$ cat src/rtl/lsio_timer_cmp_if.sv
// Bus bundle for lsio_timer_cmp: control/programming inputs and timebase/compare outputs.
// The master side drives the programming signals; the slave side is the timer itself.
interface lsio_timer_cmp_if #(
    parameter int TIME_W = 32,
    parameter int N_CMP  = 4
);
    localparam int SEL_W = (N_CMP > 1) ? $clog2(N_CMP) : 1;

    logic              en_i;
    logic              time_we_i;
    logic [TIME_W-1:0] time_wdata_i;
    logic              cmp_we_i;
    logic [SEL_W-1:0]  cmp_sel_i;
    logic [TIME_W-1:0] cmp_wdata_i;
    logic [TIME_W-1:0] cmp_reload_i;
    logic [N_CMP-1:0]  cmp_disarm_i;
    logic [N_CMP-1:0]  irq_clr_i;
    logic [TIME_W-1:0] time_o;
    logic              tick_o;
    logic [N_CMP-1:0]  fire_o;
    logic [N_CMP-1:0]  irq_o;
    logic [N_CMP-1:0]  armed_o;

    modport master (
        output en_i, time_we_i, time_wdata_i, cmp_we_i, cmp_sel_i, cmp_wdata_i,
               cmp_reload_i, cmp_disarm_i, irq_clr_i,
        input  time_o, tick_o, fire_o, irq_o, armed_o
    );

    modport slave (
        input  en_i, time_we_i, time_wdata_i, cmp_we_i, cmp_sel_i, cmp_wdata_i,
               cmp_reload_i, cmp_disarm_i, irq_clr_i,
        output time_o, tick_o, fire_o, irq_o, armed_o
    );
endinterface

$ cat src/rtl/lsio_timer_cmp.sv
// Low-speed timebase: prescaler-driven free-running time counter with N_CMP
// compare channels, each one-shot or auto-reload, raising sticky interrupts.
module lsio_timer_cmp #(
    parameter int FREQ    = 27000000,
    parameter int TICK_HZ = 1000,
    parameter int TIME_W  = 32,
    parameter int N_CMP   = 4
) (
    input logic                clk_i,
    input logic                rst_i,
    lsio_timer_cmp_if.slave    bus
);
    localparam int DIV   = FREQ / TICK_HZ;
    localparam int PW    = (DIV >= 2) ? $clog2(DIV) : 1;
    localparam int SEL_W = (N_CMP > 1) ? $clog2(N_CMP) : 1;
    localparam logic [PW-1:0] PRESC_MAX = PW'(DIV - 1);

    if (DIV < 2 || TIME_W < 8 || TIME_W > 64 || N_CMP < 1 || N_CMP > 16) begin : gParamCheck
        $error("lsio_timer_cmp: DIV must be >= 2, TIME_W 8..64, N_CMP 1..16");
    end

    logic [PW-1:0]     presc_q, presc_d;
    logic [TIME_W-1:0] time_q, time_d;
    logic [TIME_W-1:0] target_q [N_CMP];
    logic [TIME_W-1:0] target_d [N_CMP];
    logic [TIME_W-1:0] reload_q [N_CMP];
    logic [TIME_W-1:0] reload_d [N_CMP];
    logic [N_CMP-1:0]  armed_q, armed_d;
    logic [N_CMP-1:0]  irq_q, irq_d;
    logic [N_CMP-1:0]  fire_q, fire_d;
    logic [N_CMP-1:0]  chWrite, match;
    logic              tick;

    assign tick = bus.en_i & (presc_q == PRESC_MAX);

    // A time load restarts the tick period and swallows any coincident increment.
    always_comb begin
        presc_d = presc_q;
        time_d  = time_q;
        if (bus.time_we_i) begin
            presc_d = '0;
            time_d  = bus.time_wdata_i;
        end else if (bus.en_i) begin
            presc_d = tick ? '0 : presc_q + PW'(1);
            if (tick) begin
                time_d = time_q + TIME_W'(1);
            end
        end
    end

    always_comb begin
        armed_d = armed_q;
        irq_d   = irq_q;
        fire_d  = '0;
        chWrite = '0;
        match   = '0;
        for (int i = 0; i < N_CMP; i++) begin
            target_d[i] = target_q[i];
            reload_d[i] = reload_q[i];
            chWrite[i]  = bus.cmp_we_i & (bus.cmp_sel_i == SEL_W'(i));
            match[i]    = armed_q[i] & (time_q == target_q[i]) & ~chWrite[i] & ~bus.cmp_disarm_i[i];
            if (chWrite[i]) begin
                target_d[i] = bus.cmp_wdata_i;
                reload_d[i] = bus.cmp_reload_i;
                armed_d[i]  = 1'b1;
            end
            // Disarm overrides a same-cycle programming write.
            if (bus.cmp_disarm_i[i]) begin
                armed_d[i] = 1'b0;
            end else if (match[i]) begin
                if (reload_q[i] == '0) begin
                    armed_d[i] = 1'b0;
                end else begin
                    target_d[i] = target_q[i] + reload_q[i];
                end
            end
            irq_d[i]  = match[i] | (irq_q[i] & ~bus.irq_clr_i[i]);
            fire_d[i] = match[i];
        end
    end

    always_ff @(posedge clk_i or posedge rst_i) begin
        if (rst_i) begin
            presc_q <= '0;
            time_q  <= '0;
            armed_q <= '0;
            irq_q   <= '0;
            fire_q  <= '0;
            for (int i = 0; i < N_CMP; i++) begin
                target_q[i] <= '0;
                reload_q[i] <= '0;
            end
        end else begin
            presc_q <= presc_d;
            time_q  <= time_d;
            armed_q <= armed_d;
            irq_q   <= irq_d;
            fire_q  <= fire_d;
            for (int i = 0; i < N_CMP; i++) begin
                target_q[i] <= target_d[i];
                reload_q[i] <= reload_d[i];
            end
        end
    end

    assign bus.time_o  = time_q;
    assign bus.tick_o  = tick;
    assign bus.fire_o  = fire_q;
    assign bus.irq_o   = irq_q;
    assign bus.armed_o = armed_q;
endmodule

$ cat src/flat_wrapper.sv
// flat-port wrapper written by rule: the top's interface ports become plain ports
module lsio_timer_cmp_flat 
#(
    parameter int FREQ    = 27000000,
    parameter int TICK_HZ = 1000,
    parameter int TIME_W  = 32,
    parameter int N_CMP   = 4
)
  (clk_i, rst_i, bus_en_i, bus_time_we_i, bus_time_wdata_i, bus_cmp_we_i, bus_cmp_sel_i, bus_cmp_wdata_i, bus_cmp_reload_i, bus_cmp_disarm_i, bus_irq_clr_i, bus_time_o, bus_tick_o, bus_fire_o, bus_irq_o, bus_armed_o);
  lsio_timer_cmp_if #(.TIME_W(TIME_W), .N_CMP(N_CMP)) bus_i ();
  input logic clk_i;
  input logic rst_i;
  input wire logic [$bits(bus_i.en_i)-1:0] bus_en_i;
  input wire logic [$bits(bus_i.time_we_i)-1:0] bus_time_we_i;
  input wire logic [$bits(bus_i.time_wdata_i)-1:0] bus_time_wdata_i;
  input wire logic [$bits(bus_i.cmp_we_i)-1:0] bus_cmp_we_i;
  input wire logic [$bits(bus_i.cmp_sel_i)-1:0] bus_cmp_sel_i;
  input wire logic [$bits(bus_i.cmp_wdata_i)-1:0] bus_cmp_wdata_i;
  input wire logic [$bits(bus_i.cmp_reload_i)-1:0] bus_cmp_reload_i;
  input wire logic [$bits(bus_i.cmp_disarm_i)-1:0] bus_cmp_disarm_i;
  input wire logic [$bits(bus_i.irq_clr_i)-1:0] bus_irq_clr_i;
  output wire logic [$bits(bus_i.time_o)-1:0] bus_time_o;
  output wire logic [$bits(bus_i.tick_o)-1:0] bus_tick_o;
  output wire logic [$bits(bus_i.fire_o)-1:0] bus_fire_o;
  output wire logic [$bits(bus_i.irq_o)-1:0] bus_irq_o;
  output wire logic [$bits(bus_i.armed_o)-1:0] bus_armed_o;
  assign bus_i.en_i = bus_en_i;
  assign bus_i.time_we_i = bus_time_we_i;
  assign bus_i.time_wdata_i = bus_time_wdata_i;
  assign bus_i.cmp_we_i = bus_cmp_we_i;
  assign bus_i.cmp_sel_i = bus_cmp_sel_i;
  assign bus_i.cmp_wdata_i = bus_cmp_wdata_i;
  assign bus_i.cmp_reload_i = bus_cmp_reload_i;
  assign bus_i.cmp_disarm_i = bus_cmp_disarm_i;
  assign bus_i.irq_clr_i = bus_irq_clr_i;
  assign bus_time_o = bus_i.time_o;
  assign bus_tick_o = bus_i.tick_o;
  assign bus_fire_o = bus_i.fire_o;
  assign bus_irq_o = bus_i.irq_o;
  assign bus_armed_o = bus_i.armed_o;
  lsio_timer_cmp #(.FREQ(FREQ), .TICK_HZ(TICK_HZ), .TIME_W(TIME_W), .N_CMP(N_CMP)) u_core (.clk_i(clk_i), .rst_i(rst_i), .bus(bus_i));
endmodule
$ cat config.mk
export PLATFORM = sky130hd
export DESIGN_NAME = lsio_timer_cmp_flat
export DESIGN_NICKNAME = d
export VERILOG_FILES = /design/src/rtl/lsio_timer_cmp_if.sv /design/src/rtl/lsio_timer_cmp.sv /design/src/flat_wrapper.sv
export SDC_FILE = /design/constraint.sdc
export NUM_CORES = 1
export LEC_CHECK = 0
export BUFFER_PORTS_ARGS = -buffer_cell sky130_fd_sc_hd__buf_2
export CORE_MARGIN = 5
export CORE_UTILIZATION = 60
export DETAILED_ROUTE_END_ITERATION = 10
export PLACE_DENSITY = 0.91
export SKIP_LAST_GASP = 1
export SYNTH_ARGS = -nofsm -noshare
export SYNTH_HDL_FRONTEND = slang
export SYNTH_SLANG_ARGS = --single-unit
$ cat constraint.sdc
create_clock -name clk_i -period 11.1 [get_ports clk_i]
set_input_delay 0 -clock clk_i [delete_from_list [all_inputs] [get_ports clk_i]]
set_output_delay 0 -clock clk_i [all_outputs]
set_load 0.05 [all_outputs]
==> key figures <==
Layout
  • Proportion of layout cells with a drive suffix above 1: 0.1434
  • Synth-to-Final Area Change: 16.49%
  • Share of the core filled with cells in the final layout: 0.7087
  • Antenna diode count: 0
  • Fin nets: 2691

Yosys
  • Yosys warns: 0
  • Most common cell in the netlist: sky130_fd_sc_hd__dfrtp_1
  • Synth top area cells: sky130_fd_sc_hd__dfrtp_1 (38%), sky130_fd_sc_hd__ha_1 (7.5%), sky130_fd_sc_hd__xnor2_1 (7.4%)
  • Cell area after synthesis: about 21000 um^2
  • Number of nets produced by synthesis: 2474
  • Count of flip-flops with a built-in enable after synthesis: 0
  • Synth cell types: 76
  • Async SR Flop Fraction: 1.000
  • Main synth FF type: sky130_fd_sc_hd__dfrtp_1
  • Top-area cell type share of the netlist area: 0.3751
  • Top cells by count, synth: sky130_fd_sc_hd__dfrtp_1 (315), sky130_fd_sc_hd__nand2_1 (293), sky130_fd_sc_hd__xnor2_1 (177)
  • Portion of the post-synthesis area used by sequential elements: 0.3751
  • Top cell type by total area after synthesis: sky130_fd_sc_hd__dfrtp_1
  • Instance count of the mapped netlist: about 2200
  • Synth Register Bits: about 320
  • Avg Inst Size Synth: about 9.4 um^2

Timing
  • Tightest Pin Transition: roughly 1.2 ns
  • Final number of hold-violating endpoints: 0
  • RSZ-0062 raised after global routing: false
  • Final critical delay including setup and external delays: between 3 and 4 ns
  • Skew final: 0.02845 ns
  • Final worst path period share: 0.3445
  • Max Transition Viols Final: 0
  • Final number of setup-violating endpoints: 0
  • Worst relative slew slack: 0.2102
  • Upper clock frequency limit: around 0.26 GHz
  • Final total negative setup slack: 0 ns

Power and ir drop
  • Worst IR drop on VDD: about 0.16 mV
  • Power density of the placed cells: a little under 200 nW/um^2
  • Leakage power total: about 11 nW

Floorplanning
  • Die area: between 30000 and 40000 um^2
  • Effective utilization at floorplan: 0.6084
  • Horiz. Die Dim: 197.2 um
  • Number of top-level design ports: 156
  • Count of standard-cell rows: just under 70
  • Die Span Y: just under 200 um
  • Area inside the core boundary: 34540 um^2

Critical path
  • Crit end category: register
  • Critical Path RT: 11.53 ns
  • Type of the setup path with the least slack: register to register
  • Crit path launch type: register
  • Maximum fanout along the worst path: 4
  • CP Data Arrival Time: approximately 4.3 ns
  • Worst R2R Path Depth: 12

Placement
  • Routability-driven placement congestion ratio: 0.9703
  • HPWL reported at the end of detailed placement: 49820 um
  • Port-buffer cells: ~160

Clock tree
  • Largest buffer count on any clock path: 3
  • Post-CTS clock slew at the launch and capture registers of the worst setup and hold paths: around 0.060 ns
  • Number of buffers created by CTS: 38
  • Clock insertion delay at the later pin of the skew report: around 0.56 ns
  • Buffer cell driving the clock tree root: sky130_fd_sc_hd__clkbuf_16
  • CTS HTree Levels: 2
  • Post-cts sizing count: 0
  • TritonCTS clock tree: yes
  • Num Clock Sinks: about 320

Routing
  • TritonRoute pass-1 iters: 5
  • Detailed-route via count: between 15000 and 20000
  • Via count normalized by instance count: 6.377
  • Number of nets with antenna violations after detailed routing: 0
  • Total Routed Length: 69400 um
  • Routed WL per cell: 23.69 um
  • Number of DRC violations after detailed routing: 0
  • Number of DRC markers in iteration 0: between 1500 and 2000

GRT
  • Antenna violations before repair: 1
  • Global Route Usage Sum: 0.3511
  • Wire length of the first global-routing pass: ~110000 um
  • GR Overflow Total: 0
  • Maximum number of pins on one net before global-route repair: 111
  • Number of global-route vias before repair: 18710

Job
  • Max Cap Violations: 0

Hold path
  • Type of the worst min-delay path: primary input to register
  • Number of cells on the worst hold path: 4

Run status
  • Run status: finished clean
-- through the flow --
stage                     std cells  cell area [um^2]  setup slack, ns  power, mW  hold WS [ns]
after global placement         2752             22100            7.365      3.310        0.1824
after detailed placement       2752             22100            7.355      3.359        0.1867
after floorplan                2233             21020            2.385      2.892       0.06676
after global routing           2930             24480            7.110      4.951        0.1247
final                          2930             24480            7.276      4.717       0.08338
after CTS                      2930             24480            7.323      4.667       0.04346
-- cells by family after synthesis --
family          share of synthesized area
compound gates                     0.1456
simple gates                       0.1460
flops                              0.3751
fa+ha+maj                         0.07883
buf+inv                           0.02590
mux                                0.1131
xor+xnor                           0.1154
-- path summary, 6_finish.rpt --
kind	from	end	slack, ns
worst max register to register	u_core.reload_q[96]	u_core.target_q[126]	7.28
min in group asynchronous	rst_i	u_core.presc_q[14]	0.15
max in group asynchronous	rst_i	u_core.reload_q[20]	9.42
worst max-delay path	u_core.reload_q[96]	u_core.target_q[126]	7.28
worst min register to register	u_core.reload_q[10]	u_core.reload_q[10]	0.52
worst min-delay path	bus_cmp_sel_i[1]	u_core.target_q[20]	0.08
-- placed cells by master (no fill, tap or decap), types with 58 or more instances in the layout --
cell / netlist / layout
sky130_fd_sc_hd__buf_2: 3 / 155
sky130_fd_sc_hd__mux2i_1: 125 / 125
sky130_fd_sc_hd__ha_1: 126 / 126
sky130_fd_sc_hd__mux2_2: 100 / 100
sky130_fd_sc_hd__dfrtp_1: 315 / 315
sky130_fd_sc_hd__a21o_1: 58 / 58
sky130_fd_sc_hd__xor2_1: 100 / 100
sky130_fd_sc_hd__xnor2_1: 177 / 177
sky130_fd_sc_hd__a21oi_1: 124 / 124
sky130_fd_sc_hd__nand2_1: 293 / 293
sky130_fd_sc_hd__dlygate4sd3_1: 0 / 113
sky130_fd_sc_hd__o21ai_0: 176 / 176
sky130_fd_sc_hd__nor2_1: 84 / 84
-- power by group --
part	total [mW]	switching [mW]	internal, mW
clock	1.27	0.523	0.752
combinational	1.85	1.04	0.815
sequential	1.59	0.255	1.33
total	4.72	1.82	2.90
-- critical path: stages (launching register included) --
cell	delay [ns]
sky130_fd_sc_hd__dfrtp_1	0.40
sky130_fd_sc_hd__ha_1	0.26
sky130_fd_sc_hd__fa_1	0.48
sky130_fd_sc_hd__a21oi_1	0.23
sky130_fd_sc_hd__o21ai_1	0.14
sky130_fd_sc_hd__a311o_1	0.44
sky130_fd_sc_hd__a221oi_1	0.33
sky130_fd_sc_hd__o21ai_1	0.18
sky130_fd_sc_hd__a32oi_1	0.37
sky130_fd_sc_hd__o21ai_1	0.13
sky130_fd_sc_hd__o21a_1	0.19
sky130_fd_sc_hd__or3_1	0.30
sky130_fd_sc_hd__a31o_2	0.23
-- repair_timing --
item,in CTS,in global routing
buffers inserted,0,0
hold buffers,113,0
hold endpoints to repair,410,0
-- flip-flops by register name, indices dropped and copies added, names as in the netlist --
name                count
u_core.bus.irq_o        4
u_core.bus.armed_o      4
u_core.bus.time_o      32
u_core.reload_q       128
u_core.target_q       128
u_core.bus.fire_o       4
u_core.presc_q         15
-- per-layer routing --
metal,vias up,routed length [um],GRT usage
met5,-,0,0
met4,0,3365,0.1541
met3,211,7165,0.07334
met2,1015,31410,0.5628
met1,8999,27460,0.4638
li1,8461,-,-
-- area by class of cell --
type	count	area, um^2
Multi-Input combinational cell	1774	12620
Fill cell	2504	10060
Sequential cell	315	7883
Timing Repair Buffer	281	2004
Clock buffer	58	1177
Tap cell	455	569.3
Inverter	40	157.7
Clock inverter	7	72.57
Power figures use the tool's default switching activity.
